==> config.mk <==
export PLATFORM = sky130hd
export DESIGN_NAME = renkon_net_loader
export DESIGN_NICKNAME = d
export VERILOG_FILES = /design/src/rtl/renkon_pkg.sv /design/src/rtl/renkon_net_loader.sv
export SDC_FILE = /design/constraint.sdc
export NUM_CORES = 1
export LEC_CHECK = 0
export CORE_MARGIN = 2
export CORE_UTILIZATION = 40
export CTS_CLUSTER_DIAMETER = 150
export DETAILED_ROUTE_END_ITERATION = 7
export PLACE_DENSITY_LB_ADDON = 0.1
export SYNTH_ARGS = -nofsm -noshare
export SYNTH_HDL_FRONTEND = slang
export SYNTH_SLANG_ARGS = --single-unit
==> constraint.sdc <==
create_clock -name clk -period 2.7 [get_ports clk]
set_input_delay 0.54 -clock clk [delete_from_list [all_inputs] [get_ports clk]]
set_output_delay 0.54 -clock clk [all_outputs]
set_load 0.005 [all_outputs]
==> src/rtl/renkon_pkg.sv <==
// renkon_pkg: shared widths, core geometry and loader FSM states
package renkon_pkg;
    localparam int DWIDTH         = 16;
    localparam int LWIDTH         = 16;
    localparam int RENKON_CORE    = 8;
    localparam int RENKON_CORELOG = 3;
    localparam int RENKON_NETSIZE = 10;

    typedef enum logic [1:0] {IDLE, SETUP, LOAD, DONE} loader_state_e;
endpackage

==> src/rtl/renkon_net_loader.sv <==
// renkon_net_loader: streams conv weights into per-core weight memories, round-robin by output channel
module renkon_net_loader
    import renkon_pkg::*;
(
    input  logic                             clk,
    input  logic                             xrst,
    input  logic                             req,
    input  logic        [RENKON_NETSIZE-1:0] net_base,
    input  logic        [LWIDTH-1:0]         total_out,
    input  logic        [LWIDTH-1:0]         total_in,
    input  logic        [LWIDTH-1:0]         conv_kern,
    input  logic                             bias_en,
    input  logic                             s_valid,
    input  logic signed [DWIDTH-1:0]         s_data,
    output logic                             s_ready,
    output logic        [RENKON_CORELOG-1:0] net_sel,
    output logic                             net_we,
    output logic        [RENKON_NETSIZE-1:0] net_addr,
    output logic signed [DWIDTH-1:0]         net_wdata,
    output logic                             busy,
    output logic                             ack
);
    loader_state_e                state_q, state_d;
    logic [LWIDTH-1:0]            tout_q, tout_d;
    logic [RENKON_NETSIZE-1:0]    wpc_q, wpc_d;
    logic [RENKON_NETSIZE-1:0]    k_q, k_d;
    logic [LWIDTH-1:0]            c_q, c_d;
    logic [RENKON_CORELOG-1:0]    sel_q, sel_d;
    logic [RENKON_NETSIZE-1:0]    chbase_q, chbase_d;
    logic                         we_q, we_d;
    logic [RENKON_CORELOG-1:0]    wsel_q, wsel_d;
    logic [RENKON_NETSIZE-1:0]    waddr_q, waddr_d;
    logic signed [DWIDTH-1:0]     wdata_q, wdata_d;
    logic [RENKON_NETSIZE-1:0]    wpc_calc;
    logic                         word_end, last_ch;

    // weights per channel, computed modulo the address space so wrap matches the memory
    assign wpc_calc = RENKON_NETSIZE'(total_in) * RENKON_NETSIZE'(conv_kern) * RENKON_NETSIZE'(conv_kern)
                    + RENKON_NETSIZE'(bias_en);
    assign word_end = k_q == wpc_q - RENKON_NETSIZE'(1);
    assign last_ch  = c_q == tout_q - LWIDTH'(1);

    assign s_ready   = state_q == LOAD;
    assign busy      = state_q != IDLE;
    assign ack       = state_q == DONE;
    assign net_we    = we_q;
    assign net_sel   = wsel_q;
    assign net_addr  = waddr_q;
    assign net_wdata = wdata_q;

    // next state, channel/word counters and the registered write port
    always_comb begin
        state_d  = state_q;
        tout_d   = tout_q;
        wpc_d    = wpc_q;
        k_d      = k_q;
        c_d      = c_q;
        sel_d    = sel_q;
        chbase_d = chbase_q;
        we_d     = 1'b0;
        wsel_d   = wsel_q;
        waddr_d  = waddr_q;
        wdata_d  = wdata_q;
        unique case (state_q)
            IDLE:  state_d = req ? SETUP : IDLE;
            SETUP: begin
                tout_d   = total_out;
                wpc_d    = wpc_calc;
                k_d      = '0;
                c_d      = '0;
                sel_d    = '0;
                chbase_d = net_base;
                state_d  = (total_out == '0 || wpc_calc == '0) ? DONE : LOAD;
            end
            LOAD: if (s_valid) begin
                we_d    = 1'b1;
                wsel_d  = sel_q;
                waddr_d = chbase_q + k_q;
                wdata_d = s_data;
                k_d     = word_end ? '0 : k_q + RENKON_NETSIZE'(1);
                if (word_end) begin
                    c_d   = c_q + LWIDTH'(1);
                    sel_d = sel_q + RENKON_CORELOG'(1);
                    // each core's region advances by one channel once all cores got a channel
                    chbase_d = (sel_q == RENKON_CORELOG'(RENKON_CORE - 1)) ? chbase_q + wpc_q : chbase_q;
                    state_d  = last_ch ? DONE : LOAD;
                end
            end
            DONE:  state_d = IDLE;
            default: state_d = IDLE;
        endcase
    end

    // all state held in one register bank with asynchronous clear
    always_ff @(posedge clk or negedge xrst) begin
        if (!xrst) begin
            state_q  <= IDLE;
            tout_q   <= '0;
            wpc_q    <= '0;
            k_q      <= '0;
            c_q      <= '0;
            sel_q    <= '0;
            chbase_q <= '0;
            we_q     <= 1'b0;
            wsel_q   <= '0;
            waddr_q  <= '0;
            wdata_q  <= '0;
        end else begin
            state_q  <= state_d;
            tout_q   <= tout_d;
            wpc_q    <= wpc_d;
            k_q      <= k_d;
            c_q      <= c_d;
            sel_q    <= sel_d;
            chbase_q <= chbase_d;
            we_q     <= we_d;
            wsel_q   <= wsel_d;
            waddr_q  <= waddr_d;
            wdata_q  <= wdata_d;
        end
    end
endmodule

==> impl_metrics.ini <==
[outcome]
status = finished with violations
violations = setup timing

[clocking]
clk_latency_ps = 350
path_clk_slew_ps = 80
clk_path_buf_depth = 2
root_buffer = clkbuf_16
cts_num_sinks = 97
cts_made_buffers = 9
htree_levels = 3
cts_tree = yes
ctsHoldBuffers = 0

[floorplan]
rows = 53
initial_utilization_pct = 41.1
io_pins = 112
fp.dieW_um = 151
die_y_um = 151
core_um2 = 21200
dieArea_um2 = 22900

[setup_path]
r2r-end = c_q[8]
criticalPathCategory = input port to register
cp_max_fo = 5
critPathSlowestCell = fa_2
worst_path_most_repeated_cell = fa_1
crit_buf_inv = 10
worstSetupStartpointType = input port
cp_slowest_stage_delay_ps = 530
path_delay_family = adder cells
cp.required_ps = 2940
worstPathArrival_ps = 7800
rrSetupSlack_ps = -230
critPathCaptureType = register
rr_worst_depth = 11
r2r_start = wpc_q[2]

[yosys]
synth_ff_type = dfrtp_1
synth_edf_count = 0
synth_cell_types = 59
syn-num-nets = 1145
synthTopCellsByArea = dfrtp_1 28%, ha_1 11%, fa_1 11%
synthArstFlopShare_pct = 100
synth_warnings = 0
synthesis.area_um2 = 8690
synth_top_cell_area_share_pct = 27.9
post-synth-top-area-cell = dfrtp_1
syn-instance-count = 942
synth-seq-area-share_pct = 27.9
avgSynthCellArea_um2 = 9.23
ys_ff_latch = 97

[global_route]
use_met2_pct = 33.1
busiest_layer = met2
grt_pass1_wl_um = 38000
grt_antenna_before_repair = 0
track_usage_pct = 21.2
globalRouteMet3Util_pct = 4.43
overflow = 0
grt_use_met1_pct = 30.6
grt_max_degree = 38
grt_pass1_vias = 7429

[sta]
fin_tns_setup_ps = -31380
fin_crit_ps = 7560
slew_violations = 0
setup_viol = 34
fin_crit_sh_pct = 280
max_slew_margin_pct = 56.7
tightest_slew_ps = 647
finClkSkew_ps = 11.2
final-hold-violation-count = 0
fmax_ghz = 0.132
rsz0062_at_grt = true
setup_ws_ps = -4860

[power]
p_sw_share_pct = 40.7
switching_power_uw = 6870
power.leakage_uw = 0.00577
power.total_uw = 16900
power_density_nw_per_um2 = 1330
p_comb_share_pct = 78.0
clkPwrFrac_pct = 7.6
peakVddDrop_mv = 1.01
p_int_uw = 10000
seqPwrFrac_pct = 14.4

[finish]
drive_gt1_share_pct = 33.0
nNetsFinal = 1386
antenna_cells = 0
synthToLayoutAreaGrowth_pct = 45.8
fill_cells = 1830

[routing]
vias = 7289
ant_nets = 0
via_per_inst = 4.98
drt_iter0_drc = 250
drc_errors = 0
firstDrtPassIters = 4
wl_um = 22700
drt-wirelength-per-cell_um = 15.5

[placed_design]
dpl.hpwl_um = 17800
pre_cts_ws_ps = -5880
portBuffers = 99
routabilityCongestion = 0.850

[hold_path]
hp-class = input port to asynchronous set/reset pin

[run]
cap_violations = 0
==> cells by family (layout without fill, tap and decap cells) <==
kind of cell | count (synthesis) | in the layout | synth area share [%]
buffers and inverters | 114 | 360 | 5.04
DFF | 97 | 97 | 27.9
and+or+nand+nor | 321 | 321 | 18.8
muxes | 46 | 46 | 5.87
xor gates and xnor gates | 100 | 100 | 10.9
AOI/OAI and AO/OA | 140 | 140 | 9.71
adders and majority gates | 124 | 124 | 21.8
==> routing by layer <==
metal | routed length [µm] | share of wire, % | vias up
met5 | 0 | 0 | -
met4 | 241 | 1.1 | 0
met3 | 1030 | 4.5 | 15
met2 | 10200 | 45 | 111
met1 | 11300 | 50 | 3511
li1 | - | - | 3652
==> how the worst max path moves through the flow <==
| stage | start | to | slack, ps | depth (start not counted) |
|---|---|---|---|---|
| global placement | conv_kern[1] | state_q[0] | -5770 | 34 |
| floorplan | conv_kern[1] | state_q[0] | -5050 | 34 |
| finish | total_in[4] | state_q[0] | -4860 | 31 |
| CTS | total_in[4] | state_q[0] | -4910 | 32 |
| detailed placement | conv_kern[1] | state_q[0] | -5880 | 34 |
| global route | conv_kern[3] | state_q[0] | -5200 | 34 |
==> power groups by stage <==
stage | Sequential (µW) | Combinational, µW | Clock, µW
final | 2430 | 13200 | 1290
after global routing | 2530 | 14500 | 1380
after CTS | 2440 | 13000 | 1330
after detailed placement | 2460 | 10300 | 0
after global placement | 2450 | 10200 | 0
after floorplan | 2480 | 6650 | 0
==> area by class of cell <==
type | instances | area, µm² | share of cell area [%]
Timing Repair Buffer | 259 | 2370 | 18.7
Tap cell | 275 | 344 | 2.71
Clock inverter | 6 | 62.6 | 0.493
Sequential cell | 97 | 2430 | 19.1
Inverter | 85 | 322 | 2.54
Multi-Input combinational cell | 731 | 6920 | 54.6
Clock buffer | 10 | 229 | 1.81
==> flip-flops by register name, indices dropped and copies added, names as in the netlist <==
register   count
tout_q        16
net_addr      10
state_q        2
c_q           16
net_wdata     16
wpc_q         10
chbase_q      10
net_we         1
sel_q          3
k_q           10
net_sel        3
==> synthesized netlist by cell type (7+ instances only) <==
library cell	number
nand2_1	103
dfrtp_1	97
inv_1	85
ha_1	78
xnor2_1	68
nor2_1	55
o21ai_0	55
and2_1	48
fa_1	46
mux2_2	40
a21oi_1	35
xor2_1	27
clkbuf_1	24
nor3_1	22
and3_1	14
nand3_1	14
nor2b_1	12
a21o_1	9
nand2b_1	9
nor4_1	8
or3_1	7
==> stage by stage <==
stage / std cells / utilization, % / area, µm² / hold WS (ps)
2_1_floorplan: 942 / - / 9210 / 244
6_report: 1463 / 59.9 / 12700 / 172
3_3_place_gp: 1422 / 53.8 / 11400 / 464
3_5_place_dp: 1422 / 53.8 / 11400 / 470
5_1_grt: 1463 / 59.9 / 12700 / 213
4_1_cts: 1457 / 58.6 / 12400 / 189
==> cell usage in the layout, fill, tap and decap left out, types with 9 or more instances in the layout <==
master	count
a21o_1	9
a21oi_1	28
and2_1	40
and3_1	14
buf_4	132
buf_6	26
clkbuf_16	9
clkdlybuf4s50_1	84
dfrtp_1	97
fa_1	41
ha_1	41
ha_4	36
inv_1	60
inv_2	24
mux2_2	37
nand2_1	87
nand2_2	10
nand3_1	11
nor2_1	52
nor2b_1	10
nor3_1	12
o21ai_0	27
o21ai_1	15
o21ai_2	12
xnor2_1	62
xor2_1	25
==> what timing repair did <==
| action | 4_1_cts | 5_1_grt |
|---|---|---|
| gates resized for setup | 206 | 60 |
| endpoints found under the setup margin | 45 | 49 |
| endpoints found under the hold margin | 0 | 0 |
| pin swaps | 82 | 72 |
| setup buffers | 19 | 7 |
No activity file was read; power rests on OpenSTA's default activity.
